## src/rtl/hazard_forward_ctrl_pkg.sv

```systemverilog
// Shared types and helpers for the hazard / forwarding controller.
package hazard_forward_ctrl_pkg;

    typedef enum logic {
        RUN      = 1'b0,
        LU_STALL = 1'b1
    } lu_state_e;

    localparam int REG_ZERO = 0;

    function automatic int sel_width(input int num_src);
        return $clog2(num_src + 1);
    endfunction

endpackage

```

## src/rtl/hazard_forward_ctrl_fwd_src_match.sv

```systemverilog
// Priority match of one EX operand against all forwarding sources (youngest wins).
module fwd_src_match
    import hazard_forward_ctrl_pkg::*;
#(
    parameter int REG_AW  = 5,
    parameter int NUM_SRC = 2,
    parameter int SEL_W   = 2
) (
    input  logic [NUM_SRC*REG_AW-1:0] src_rd,
    input  logic [NUM_SRC-1:0]        src_wb,
    input  logic [REG_AW-1:0]         op_rs,
    output logic [SEL_W-1:0]          sel
);

    // Walk oldest to youngest so the lowest index match is the last write.
    always_comb begin
        sel = '0;
        for (int k = NUM_SRC - 1; k >= 0; k--) begin
            if (src_wb[k] && (src_rd[k*REG_AW +: REG_AW] == op_rs) &&
                (op_rs != REG_AW'(REG_ZERO))) begin
                sel = SEL_W'(k + 1);
            end
        end
    end

endmodule

```

## src/rtl/hazard_forward_ctrl.sv

```systemverilog
// Operand forwarding selects plus load-use stall/bubble/freeze control.
// Optional performance counters are enabled by defining FWD_PERF_CNT_EN.
module hazard_forward_ctrl
    import hazard_forward_ctrl_pkg::*;
#(
    parameter  int REG_AW     = 5,
    parameter  int NUM_SRC    = 2,
    parameter  int LU_BUBBLES = 1,
    localparam int SEL_W      = sel_width(NUM_SRC)
) (
    input  logic                      clk,
    input  logic                      rst_n,
    input  logic [REG_AW-1:0]         id_rs1,
    input  logic [REG_AW-1:0]         id_rs2,
    input  logic                      id_rs1_used,
    input  logic                      id_rs2_used,
    input  logic [REG_AW-1:0]         ex_rs1,
    input  logic [REG_AW-1:0]         ex_rs2,
    input  logic [REG_AW-1:0]         ex_rd,
    input  logic                      ex_wb,
    input  logic                      ex_is_load,
    input  logic [NUM_SRC*REG_AW-1:0] src_rd,
    input  logic [NUM_SRC-1:0]        src_wb,
    input  logic                      mem_busy,
    output logic [SEL_W-1:0]          fwd_a_sel,
    output logic [SEL_W-1:0]          fwd_b_sel,
    output logic                      stall_if_id,
    output logic                      bubble_id_ex,
    output logic                      freeze_ex,
    output logic [31:0]               lu_cnt,
    output logic [31:0]               fwd_cnt
);

    lu_state_e        state_q, state_d;
    logic [1:0]       cnt_q, cnt_d;
    logic [SEL_W-1:0] match_a, match_b;
    logic             lu_hazard;
    logic             stall_raw, bubble_raw, freeze_raw;

    fwd_src_match #(
        .REG_AW  (REG_AW),
        .NUM_SRC (NUM_SRC),
        .SEL_W   (SEL_W)
    ) u_match_a (
        .src_rd (src_rd),
        .src_wb (src_wb),
        .op_rs  (ex_rs1),
        .sel    (match_a)
    );

    fwd_src_match #(
        .REG_AW  (REG_AW),
        .NUM_SRC (NUM_SRC),
        .SEL_W   (SEL_W)
    ) u_match_b (
        .src_rd (src_rd),
        .src_wb (src_wb),
        .op_rs  (ex_rs2),
        .sel    (match_b)
    );

    assign lu_hazard = ex_wb && ex_is_load && (ex_rd != REG_AW'(REG_ZERO)) &&
                       ((id_rs1_used && (id_rs1 == ex_rd)) ||
                        (id_rs2_used && (id_rs2 == ex_rd)));

    // A memory freeze overrides everything and holds the bubble sequence in place.
    always_comb begin
        state_d    = state_q;
        cnt_d      = cnt_q;
        stall_raw  = 1'b0;
        bubble_raw = 1'b0;
        freeze_raw = 1'b0;
        if (mem_busy) begin
            freeze_raw = 1'b1;
            stall_raw  = 1'b1;
        end else begin
            case (state_q)
                RUN: begin
                    if (lu_hazard) begin
                        stall_raw  = 1'b1;
                        bubble_raw = 1'b1;
                        if (LU_BUBBLES > 1) begin
                            state_d = LU_STALL;
                            cnt_d   = 2'(LU_BUBBLES - 1);
                        end
                    end
                end
                LU_STALL: begin
                    stall_raw  = 1'b1;
                    bubble_raw = 1'b1;
                    if (cnt_q == 2'd1) begin
                        state_d = RUN;
                        cnt_d   = 2'd0;
                    end else begin
                        cnt_d = cnt_q - 2'd1;
                    end
                end
                default: begin
                    state_d = RUN;
                    cnt_d   = 2'd0;
                end
            endcase
        end
    end

    always_ff @(posedge clk or negedge rst_n) begin
        if (!rst_n) begin
            state_q <= RUN;
            cnt_q   <= 2'd0;
        end else begin
            state_q <= state_d;
            cnt_q   <= cnt_d;
        end
    end

    // Outputs are forced low for as long as reset is held, not just at the next edge.
    assign fwd_a_sel    = rst_n ? match_a : '0;
    assign fwd_b_sel    = rst_n ? match_b : '0;
    assign stall_if_id  = rst_n & stall_raw;
    assign bubble_id_ex = rst_n & bubble_raw;
    assign freeze_ex    = rst_n & freeze_raw;

`ifdef FWD_PERF_CNT_EN
    logic [31:0] lu_cnt_q, lu_cnt_d;
    logic [31:0] fwd_cnt_q, fwd_cnt_d;

    always_comb begin
        lu_cnt_d  = lu_cnt_q;
        fwd_cnt_d = fwd_cnt_q;
        if (!mem_busy && (state_q == RUN) && lu_hazard && (lu_cnt_q != 32'hFFFF_FFFF)) begin
            lu_cnt_d = lu_cnt_q + 32'd1;
        end
        if (!mem_busy && ((match_a != '0) || (match_b != '0)) &&
            (fwd_cnt_q != 32'hFFFF_FFFF)) begin
            fwd_cnt_d = fwd_cnt_q + 32'd1;
        end
    end

    always_ff @(posedge clk or negedge rst_n) begin
        if (!rst_n) begin
            lu_cnt_q  <= 32'd0;
            fwd_cnt_q <= 32'd0;
        end else begin
            lu_cnt_q  <= lu_cnt_d;
            fwd_cnt_q <= fwd_cnt_d;
        end
    end

    assign lu_cnt  = lu_cnt_q;
    assign fwd_cnt = fwd_cnt_q;
`else
    assign lu_cnt  = 32'd0;
    assign fwd_cnt = 32'd0;
`endif

endmodule

```

## config.mk

```make
export PLATFORM = sky130hd
export DESIGN_NAME = hazard_forward_ctrl
export DESIGN_NICKNAME = d
export VERILOG_FILES = /design/src/rtl/hazard_forward_ctrl_pkg.sv /design/src/rtl/hazard_forward_ctrl_fwd_src_match.sv /design/src/rtl/hazard_forward_ctrl.sv
export SDC_FILE = /design/constraint.sdc
export NUM_CORES = 1
export LEC_CHECK = 0
export CAP_MARGIN = 40
export CELL_PAD_IN_SITES_DETAIL_PLACEMENT = 0
export CELL_PAD_IN_SITES_GLOBAL_PLACEMENT = 1
export CORE_MARGIN = 2
export CORE_UTILIZATION = 20
export DETAILED_ROUTE_END_ITERATION = 16
export PLACE_DENSITY = 0.95
export SYNTH_ARGS = -nofsm -noshare
export SYNTH_HDL_FRONTEND = slang
export SYNTH_HIERARCHICAL = 1
export SYNTH_SLANG_ARGS = --single-unit
```

## constraint.sdc

```tcl
create_clock -name clk -period 3.9 [get_ports clk]
set_input_delay 0.78 -clock clk [delete_from_list [all_inputs] [get_ports clk]]
set_output_delay 0.78 -clock clk [all_outputs]
set_load 0.02 [all_outputs]
```

==> impl_metrics.toml <==
[floorplan]
dieArea_sq_um = 6060
ioPinCount = 115
start_util_pct = 21.1
die_w_um = 77.8
die_h_um = 77.8
row_count = 26
core_area_sq_um = 5170

[yosys]
seq_area_frac_synth_pct = 6.89
synth-seq-cells = 3
syn_inst = 141
synthTopCellsByArea = "buf_4 44%, xor2_1 13%, xnor2_1 11%, dfrtp_1 6.9%, and2_1 4.0%"
yosys_warnings = 6
synth.avg_cell_area_sq_um = 7.73
syn-cell-area_sq_um = 1090
yosysTopAreaCell = "buf_4"
ys_types = 24
netlist.area_leader.share_pct = 44.1

[critical_path]
r2r-start = "state_q"
critPathMaxFanout = 3
cp-end-kind = "output port"
worst_ep_required_time_ns = 3.12
reg2reg_depth = 2
worstReg2RegEnd = "cnt_q[0]"
start_kind = "input pin"
crit_arrival_ns = 2.84
r2r_setup_slack_ns = 2.81
critical_path_class = "input pin to output port"

[route]
routed-via-count = 899
drcViolationCount = 0
drt_iter0_markers = 6
viasPerCell = 3.41
wl_um = 2390
ant_nets = 0
dr.pass1.iters = 3
wl_per_cell_um = 9.05

[cts]
hold_buffers = 0
numClockSinks = 3
cts_tree = "yes"
cts_resized = 0
h-tree-depth = 1
cts_setup_buffers = 0
cts_buffer_depth = 2
clk_pin_slew_ns = 0.03
clockRootBuffer = "clkbuf_8"
cts_buffers = 3
worstSkewPairLatency_ns = 0.21

[pwr]
irDropWorstVdd_mv = 0.0822
p_total_uw = 271
powerDensity_nw_per_um2 = 183
leakage_nw = 0.655

[sta]
clock.fmax_ghz = 0.276
rsz0062_at_grt = "false"
hold_viol_final = 0
setup_viol = 0
post-route-min-period_ns = 3.62
final_max_slew_viol_count = 0
skew_ns = 0.000102
fin_setup_tns_ns = 0
period_share_pct = 92.8
fin_ws_ns = 0.282

[placed_design]
dpl.hpwl_um = 2230
place_congestion = 0.696
pre_cts_slack_ns = 0.227
port_buffers = 50

[min_path]
whs_path_depth = 2
holdPathEnd = "cnt_q[1]"
min_from = "cnt_q[1]"
hp-class = "flip-flop to flip-flop"

[global_routing]
grt_max_degree = 12
track_usage_pct = 7.59
grt_pass1_wl_um = 3590
grt-ovfl-total = 0
grt_pass1_vias = 806
antenna_found_initial = 0

[finish]
drive_gt1_share_pct = 2.06
syn_to_final_growth_pct = 35.7
diodes = 0
fin_nets = 240

[status]
status = "finished clean"

[flow_run]
drv_cap = 0
## report_power, final
group	switching [mW]	total, mW	leakage [nW]	internal, mW
logic	0.0891	0.150	0.596	0.0614
clock network	0.0192	0.0888	0.0228	0.0696
registers	0	0.0314	0.0367	0.0314
total	0.108	0.271	0.655	0.162
## cell type report
type,count,area [sq um]
clock buffers,4,45.0
fillers,581,3690
inverters,2,7.51
multi-input cells,135,763
flip-flops and latches,3,75.1
well taps,70,87.6
repair buffers,50,500
## per-layer routing
metal | up-vias | track usage [%] | wire (um)
met5 | - | 0 | 0
met4 | 0 | 3.21 | 34
met3 | 2 | 2.21 | 309
met2 | 71 | 14.3 | 1250
met1 | 388 | 7.67 | 793
li1 | 438 | - | -
## placed cells by master, fill, tap and decap left out
cell type and instances:
nand2_1 6, a32oi_1 1, clkbuf_1 1, conb_1 64
or3_1 1, inv_1 2, and3b_1 2, ha_1 1
a21boi_0 1, xnor2_1 14, clkdlybuf4s50_1 50, or4_1 2
a2111oi_0 2, o21ai_0 2, mux2_2 1, nor4_1 4
dfrtp_1 3, nor2_1 3, o311a_1 1, clkbuf_8 3
o21ai_1 2, and2_1 7, xor2_1 16, and2_0 1
nor2b_1 2, nand4_1 2
## metrics by stage
step	cell area [sq um]	util, %	hold slack (ns)	instances
6_report	1480	28.6	0.539	264
5_1_grt	1480	28.6	0.586	264
2_1_floorplan	1330	-	0.484	204
3_3_place_gp	1430	27.7	0.520	260
4_1_cts	1480	28.6	0.550	264
3_5_place_dp	1430	27.7	0.539	260
## worst max path at each step
| stage | endpoint | slack (ns) | depth (start not counted) | start |
|---|---|---|---|---|
| 3_3_place_gp | fwd_a_sel[1] | 0.27 | 6 | ex_rs1[0] |
| 6_report | fwd_a_sel[1] | 0.28 | 6 | ex_rs1[0] |
| 2_1_floorplan | fwd_a_sel[0] | 1.36 | 4 | ex_rs1[2] |
| 5_1_grt | fwd_a_sel[1] | 0.06 | 6 | ex_rs1[0] |
| 3_5_place_dp | fwd_a_sel[1] | 0.23 | 6 | ex_rs1[0] |
| 4_1_cts | fwd_a_sel[1] | 0.23 | 6 | ex_rs1[0] |
## state kept, by name, indices dropped and copies added, names as in the netlist
register,count
cnt_q,2
state_q,1
## cells by family (layout without fill, tap and decap cells)
family	count (synthesis)	after routing	synth area share [%]
simple gates	30	30	15.8
xor+xnor	30	30	24.1
compound gates	9	9	5.86
other cells	1	64	0.344
buf+inv	66	56	44.8
flops	3	3	6.89
fa+ha+maj	1	1	1.15
mux	1	1	1.03
## critical path, cell delays in order
cell and delay [ns]:
clkdlybuf4s50_1 0.56, xor2_1 0.16, nor4_1 0.09, a2111oi_0 0.44, and2_1 0.20, clkdlybuf4s50_1 0.60
## synthesized netlist by cell type
cell / count
and2_1: 7
xnor2_1: 14
xor2_1: 16
and2_0: 1
o21ai_1: 2
a2111oi_0: 2
and3b_1: 2
buf_4: 64
nand4_1: 2
nor2b_1: 2
o21ai_0: 2
nand2_1: 6
a32oi_1: 1
or3_1: 1
ha_1: 1
conb_1: 1
nor4_1: 4
mux2_2: 1
nor2_1: 3
inv_1: 2
or4_1: 2
o311a_1: 1
a21boi_0: 1
dfrtp_1: 3
Power figures use the tool's default switching activity.
